`src/rtl/ins_stream_pkg.sv`:
```
// rtl/ins_stream_pkg.sv - shared types and default sizing for the streaming insertion sorter
package ins_stream_pkg;

    localparam int W_DEF     = 32;
    localparam int DEPTH_DEF = 8;
    localparam int CNT_W     = $clog2(DEPTH_DEF + 1);

    typedef enum logic {
        LOAD  = 1'b0,
        DRAIN = 1'b1
    } state_t;

endpackage

```
`src/rtl/ins_stream_cell.sv`:
```
// rtl/ins_stream_cell.sv - one sorter slot: register plus compare/select against its neighbours
//
// Ports:
//   clk, rst     clock, synchronous active-high reset
//   insert       a new word is being inserted this cycle
//   shift        the array shifts up one slot this cycle (drain pop)
//   occ          this slot currently holds a valid word
//   new_data     the word being inserted
//   upper_data   contents of the slot above (index - 1)
//   upper_disp   the slot above is being displaced by the new word
//   lower_data   contents of the slot below (index + 1)
//   data         this slot's contents
//   disp         the new word displaces this slot's word
//
// Build option INS_STREAM_ASCEND_EN: displacement on strictly-less (ascending order).
module ins_stream_cell
    import ins_stream_pkg::*;
#(
    parameter int W = W_DEF
) (
    input  logic         clk,
    input  logic         rst,
    input  logic         insert,
    input  logic         shift,
    input  logic         occ,
    input  logic [W-1:0] new_data,
    input  logic [W-1:0] upper_data,
    input  logic         upper_disp,
    input  logic [W-1:0] lower_data,
    output logic [W-1:0] data,
    output logic         disp
);

    // Strict comparison keeps equal words in arrival order: a new equal
    // word never displaces, so it lands below the existing ones.
`ifdef INS_STREAM_ASCEND_EN
    assign disp = occ && (new_data < data);
`else
    assign disp = occ && (new_data > data);
`endif

    // On insert, a displaced slot (or the first free slot) takes either the
    // word pushed down from above or, at the insertion point, the new word.
    // Free slots past the insertion point also load but are don't-care.
    always_ff @(posedge clk) begin
        if (rst) begin
            data <= '0;
        end else if (insert && (disp || !occ)) begin
            data <= upper_disp ? upper_data : new_data;
        end else if (shift) begin
            data <= lower_data;
        end
    end

endmodule

```
`src/rtl/ins_stream.sv`:
```
// rtl/ins_stream.sv - streaming insertion sorter: load a block word-serially, drain it sorted
//
// Ports:
//   clk, rst                     clock, synchronous active-high reset
//   s_valid, s_ready, s_data,
//   s_last                       input word stream (block closes on s_last or when full)
//   m_valid, m_ready, m_data,
//   m_last                       sorted output stream (m_last on the final word)
//
// Build option INS_STREAM_ASCEND_EN: ascending output instead of descending.
module ins_stream
    import ins_stream_pkg::*;
#(
    parameter int W     = W_DEF,
    parameter int DEPTH = DEPTH_DEF
) (
    input  logic         clk,
    input  logic         rst,
    input  logic         s_valid,
    output logic         s_ready,
    input  logic [W-1:0] s_data,
    input  logic         s_last,
    output logic         m_valid,
    input  logic         m_ready,
    output logic [W-1:0] m_data,
    output logic         m_last
);

    localparam int CW = $clog2(DEPTH + 1);

    state_t        state, state_d;
    logic [CW-1:0] count, count_d;

    logic          accept;
    logic          pop;

    logic [W-1:0]  slot [DEPTH];
    logic          disp [DEPTH];

    // s_ready is only high in LOAD and m_valid only in DRAIN, so each
    // handshake already implies its state.
    assign accept = s_valid && s_ready;
    assign pop    = m_valid && m_ready;
    assign m_data = slot[0];

    always_comb begin
        state_d = state;
        count_d = count;
        case (state)
            LOAD: begin
                if (accept) begin
                    count_d = count + CW'(1);
                    if (s_last || (count == CW'(DEPTH - 1))) begin
                        state_d = DRAIN;
                    end
                end
            end
            DRAIN: begin
                if (pop) begin
                    count_d = count - CW'(1);
                    if (count == CW'(1)) begin
                        state_d = LOAD;
                    end
                end
            end
            default: state_d = LOAD;
        endcase
    end

    // Handshake outputs are registered from the next-state values so they
    // line up with the state they describe.
    always_ff @(posedge clk) begin
        if (rst) begin
            state   <= LOAD;
            count   <= '0;
            s_ready <= 1'b0;
            m_valid <= 1'b0;
            m_last  <= 1'b0;
        end else begin
            state   <= state_d;
            count   <= count_d;
            s_ready <= (state_d == LOAD);
            m_valid <= (state_d == DRAIN);
            m_last  <= (state_d == DRAIN) && (count_d == CW'(1));
        end
    end

    for (genvar i = 0; i < DEPTH; i++) begin : g_cell
        logic [W-1:0] up_data;
        logic         up_disp;
        logic [W-1:0] lo_data;

        if (i == 0) begin : g_top
            assign up_data = '0;
            assign up_disp = 1'b0;
        end else begin : g_mid
            assign up_data = slot[i-1];
            assign up_disp = disp[i-1];
        end

        if (i == DEPTH - 1) begin : g_bot
            assign lo_data = '0;
        end else begin : g_low
            assign lo_data = slot[i+1];
        end

        ins_stream_cell #(
            .W (W)
        ) u_cell (
            .clk        (clk),
            .rst        (rst),
            .insert     (accept),
            .shift      (pop),
            .occ        (count > CW'(i)),
            .new_data   (s_data),
            .upper_data (up_data),
            .upper_disp (up_disp),
            .lower_data (lo_data),
            .data       (slot[i]),
            .disp       (disp[i])
        );
    end

endmodule

```
`config.mk`:
```
export PLATFORM = sky130hd
export DESIGN_NAME = ins_stream
export DESIGN_NICKNAME = d
export VERILOG_FILES = /design/src/rtl/ins_stream_pkg.sv /design/src/rtl/ins_stream_cell.sv /design/src/rtl/ins_stream.sv
export SDC_FILE = /design/constraint.sdc
export NUM_CORES = 1
export LEC_CHECK = 0
export BUFFER_PORTS_ARGS = -buffer_cell sky130_fd_sc_hd__buf_4
export CAP_MARGIN = 20
export CORE_MARGIN = 3
export CORE_UTILIZATION = 60
export CTS_CLUSTER_DIAMETER = 60
export CTS_CLUSTER_SIZE = 20
export DETAILED_ROUTE_END_ITERATION = 8
export GPL_ROUTABILITY_DRIVEN = 1
export GPL_TIMING_DRIVEN = 0
export PLACE_DENSITY = 0.75
export SYNTH_ARGS = -nofsm -noshare
export SYNTH_HDL_FRONTEND = slang
export SYNTH_SLANG_ARGS = --single-unit
export TNS_END_PERCENT = 10
```
`constraint.sdc`:
```
create_clock -name clk -period 3.1 [get_ports clk]
set_input_delay 0.155 -clock clk [delete_from_list [all_inputs] [get_ports clk]]
set_output_delay 0.155 -clock clk [all_outputs]
set_load 0.1 [all_outputs]
```
==> impl_metrics.tcl <==
set metrics [dict create \
    status "completed" \
    floorplan.io_pins 72 \
    globalplace.congestion 1.006 \
    timing.critical_path.from_type "flip-flop" \
    wire_length_of_the_first_global_routing_pass_um 99830 \
    post-synth-top-area-cell "sky130_fd_sc_hd__dfxtp_1" \
    via_per_inst 6.122 \
    num_antenna_cells 0 \
    post_layout_nonfiller_instances 3075 \
    detail_route.drc_violations 0 \
    fin_skew_ns 0.01226 \
    r2r-start "g_cell[1].u_cell.data[14]$_SDFFE_PP0P_" \
    worstSetupPathType "reg2reg" \
    synth-edff-count 0 \
    finalHoldViolCount 0 \
    sequential_fraction_of_the_synthesis_area_pct 26.70 \
    detail_route.wl_per_cell_um 20.90 \
    synth_area_mm2 0.01972 \
    setup_viol 0 \
    holdPathStages 3 \
    cts_inserted_buffers 30 \
    fin_nets 2914 \
    vdd_ir_drop_max_uv 445.8 \
    coreArea_mm2 0.03196 \
    cts.sinks 263 \
    rows 65 \
    asyncSetResetFlopFracSynth_pct 0 \
    area_contributors_post_synth "sky130_fd_sc_hd__dfxtp_1 27%, sky130_fd_sc_hd__ha_1 17%, sky130_fd_sc_hd__mux2i_1 13%" \
    min_to "g_cell[0].u_cell.data[0]$_SDFFE_PP0P_" \
    grt_setup_unrepaired "yes" \
    number_of_antenna_violations_at_the_first_check_in_global_routing 1 \
    tightest_slew_ns 1.116 \
    synth_nets 2813 \
    yosysMostFrequentCell "sky130_fd_sc_hd__o21ai_0" \
    endpoint_kind "flip-flop" \
    synthesis.yosys.warnings 0 \
    post-route-min-period_ns 2.995 \
    cts-root-to-sink-buffers 3 \
    first_global_vias 18581 \
    worst_min_path_class "in2reg" \
    floorplan.die.height_um 187.3 \
    cp_max_fo 10 \
    dpl.hpwl_um 52470 \
    clock-root-buffer "sky130_fd_sc_hd__clkbuf_16" \
    route.vias.total 18824 \
    max_freq_mhz 333.9 \
    fp.dieW_um 187.3 \
    synth_cell_type_count 57 \
    floorplan.initialDensity_pct 61.70 \
    postLayoutCoreUtil_pct 68.96 \
    maxSlewHeadroom_pct 25.57 \
    r2r_slack_ns 0.11 \
    hp-start "s_data[0]" \
    worst_ep_required_time_ns 3.52 \
    critPathArrivalTime_ns 3.41 \
    htree_num_levels 1 \
    netlist_instances 2515 \
    final_min_period_over_clock_period_pct 96.60 \
    worstRegToRegCells 10 \
    cts-hold-fix-buffers 0 \
    clk_pin_slew_ns 0.07 \
    power_density_mw_per_mm2 487.7 \
    maximum_number_of_pins_on_one_net_before_global_route_repair 16 \
    ys_seq_elements 263 \
    layout-drive-gt1-share_pct 8.674 \
    slew_viol_final 0 \
    grt_overflow_total 0 \
    avgSynthCellArea_um2 7.842 \
    rr_endpoint "g_cell[1].u_cell.data[22]$_SDFFE_PP0P_" \
    netlist_top_cells_count "293 x sky130_fd_sc_hd__o21ai_0, 291 x sky130_fd_sc_hd__nand2_1, 267 x sky130_fd_sc_hd__inv_1, 263 x sky130_fd_sc_hd__dfxtp_1, 261 x sky130_fd_sc_hd__ha_1" \
    dr.pass1.iters 5 \
    fp.dieArea_mm2 0.03508 \
    placement.io_buffers 69 \
    worst_skew_pair.late_latency_ns 0.57 \
    drv.max_cap_violation_count 0 \
    ant_nets 0 \
    ys_dominant_reg_cell "sky130_fd_sc_hd__dfxtp_1" \
    synth_largest_type_area_fraction_pct 26.70 \
    dp_cells 3019 \
    detail_route.wirelength_um 64260 \
    p_leak_nw 10.09 \
    p_r_area_growth_vs_syn_pct 11.77 \
    tritoncts "built" \
    global_route.usage.total_pct 35.22 \
    dr.first_iter.drc_count 1649 \
]
## area by class of cell
type	count	area [um^2]
clock buffer	37	838.3
timing repair buffer	71	545.5
inverter	267	1002
sequential	263	5286
tap	435	544.3
multi-input combinational	1807	12820
buffer	176	790.8
fill	2715	9920
clock inverter	19	216.5
## cells in the final DEF, fill, tap and decap left out, drive strengths merged, types with 47 or more instances in the layout
cell type  Yosys  final
a21oi        219    219
nor2         113    113
nand4         47     47
dfxtp        263    263
a211oi        64     64
clkbuf       133    172
o21ai        299    299
inv          267    271
mux2i        256    256
ha           261    261
buf           45    112
nand2        291    291
## registers in the layout, summed over array words and instances (netlist names)
signal / cells
count: 4
g_cell.u_cell.data: 256
m_last: 1
s_ready: 1
state: 1
## worst max-delay path, stage by stage (launching register included)
cell                       delay [ns]
sky130_fd_sc_hd__dfxtp_1         0.37
sky130_fd_sc_hd__inv_1           0.07
sky130_fd_sc_hd__ha_1            0.31
sky130_fd_sc_hd__nand4_1         0.18
sky130_fd_sc_hd__nor4_2          0.37
sky130_fd_sc_hd__a21boi_0        0.30
sky130_fd_sc_hd__o31a_1          0.21
sky130_fd_sc_hd__o31a_1          0.14
sky130_fd_sc_hd__clkbuf_2        0.24
sky130_fd_sc_hd__clkbuf_1        0.49
sky130_fd_sc_hd__a21oi_1         0.16
## layer usage
metal	part of all wire (%)	vias to the layer above	track usage [%]
li1	-	9130	-
met1	45	8721	49.20
met2	44	837	55.89
met3	8.4	134	4.966
met4	3.2	2	11.95
met5	0.030	-	0
## worst max path at each step
stage / start / slack, ns / to
5_1_grt: g_cell[1].u_cell.data[14]$_SDFFE_PP0P_ / -0.04 / g_cell[1].u_cell.data[20]$_SDFFE_PP0P_
3_3_place_gp: s_data[0] / -0.50 / g_cell[7].u_cell.data[11]$_SDFFE_PP0P_
2_1_floorplan: g_cell[0].u_cell.data[22]$_SDFFE_PP0P_ / 0.02 / g_cell[1].u_cell.data[16]$_SDFFE_PP0P_
3_5_place_dp: s_data[0] / -0.62 / g_cell[5].u_cell.data[18]$_SDFFE_PP0P_
6_report: g_cell[1].u_cell.data[14]$_SDFFE_PP0P_ / 0.11 / g_cell[1].u_cell.data[22]$_SDFFE_PP0P_
4_1_cts: g_cell[1].u_cell.data[27]$_SDFFE_PP0P_ / 0.0005 / g_cell[2].u_cell.data[2]$_SDFFE_PP0P_
## metrics by stage
step / total power, mW / worst slack [ns] / setup TNS (ns) / area [um^2] / hold slack [ns]
2_1_floorplan: 6.035 / 0.02180 / 0 / 19740 / 0.4475
3_3_place_gp: 6.792 / -0.5003 / -36.67 / 20810 / 0.4682
3_5_place_dp: 6.905 / -0.6158 / -49.97 / 20810 / 0.4733
4_1_cts: 10.65 / 0.0005478 / 0 / 21890 / 0.1283
5_1_grt: 11.22 / -0.04242 / -0.2377 / 22040 / 0.1947
6_report: 10.75 / 0.1053 / 0 / 22040 / 0.1621
## cells by family (layout without fill, tap and decap cells)
group / after synthesis / count (layout) / synth area share [%]
simple gates: 535 / 535 / 11.91
buf+inv: 445 / 570 / 9.022
compound gates: 752 / 752 / 22.68
mux: 256 / 256 / 12.99
flops: 263 / 263 / 26.70
fa+ha+maj: 261 / 261 / 16.56
xor+xnor: 3 / 3 / 0.1333
## power by group
group / internal [mW] / leakage [nW] / switching, mW
logic: 1.07 / 7.41 / 1.93
clock network: 2.20 / 0.516 / 1.60
registers: 3.67 / 2.17 / 0.283
total: 6.93 / 10.1 / 3.82
## repair_timing
action,CTS,global route
setup endpoints to repair,113,216
pin swaps,0,2
resized for setup,10,33
setup buffers,0,2
Power figures use the tool's default switching activity.
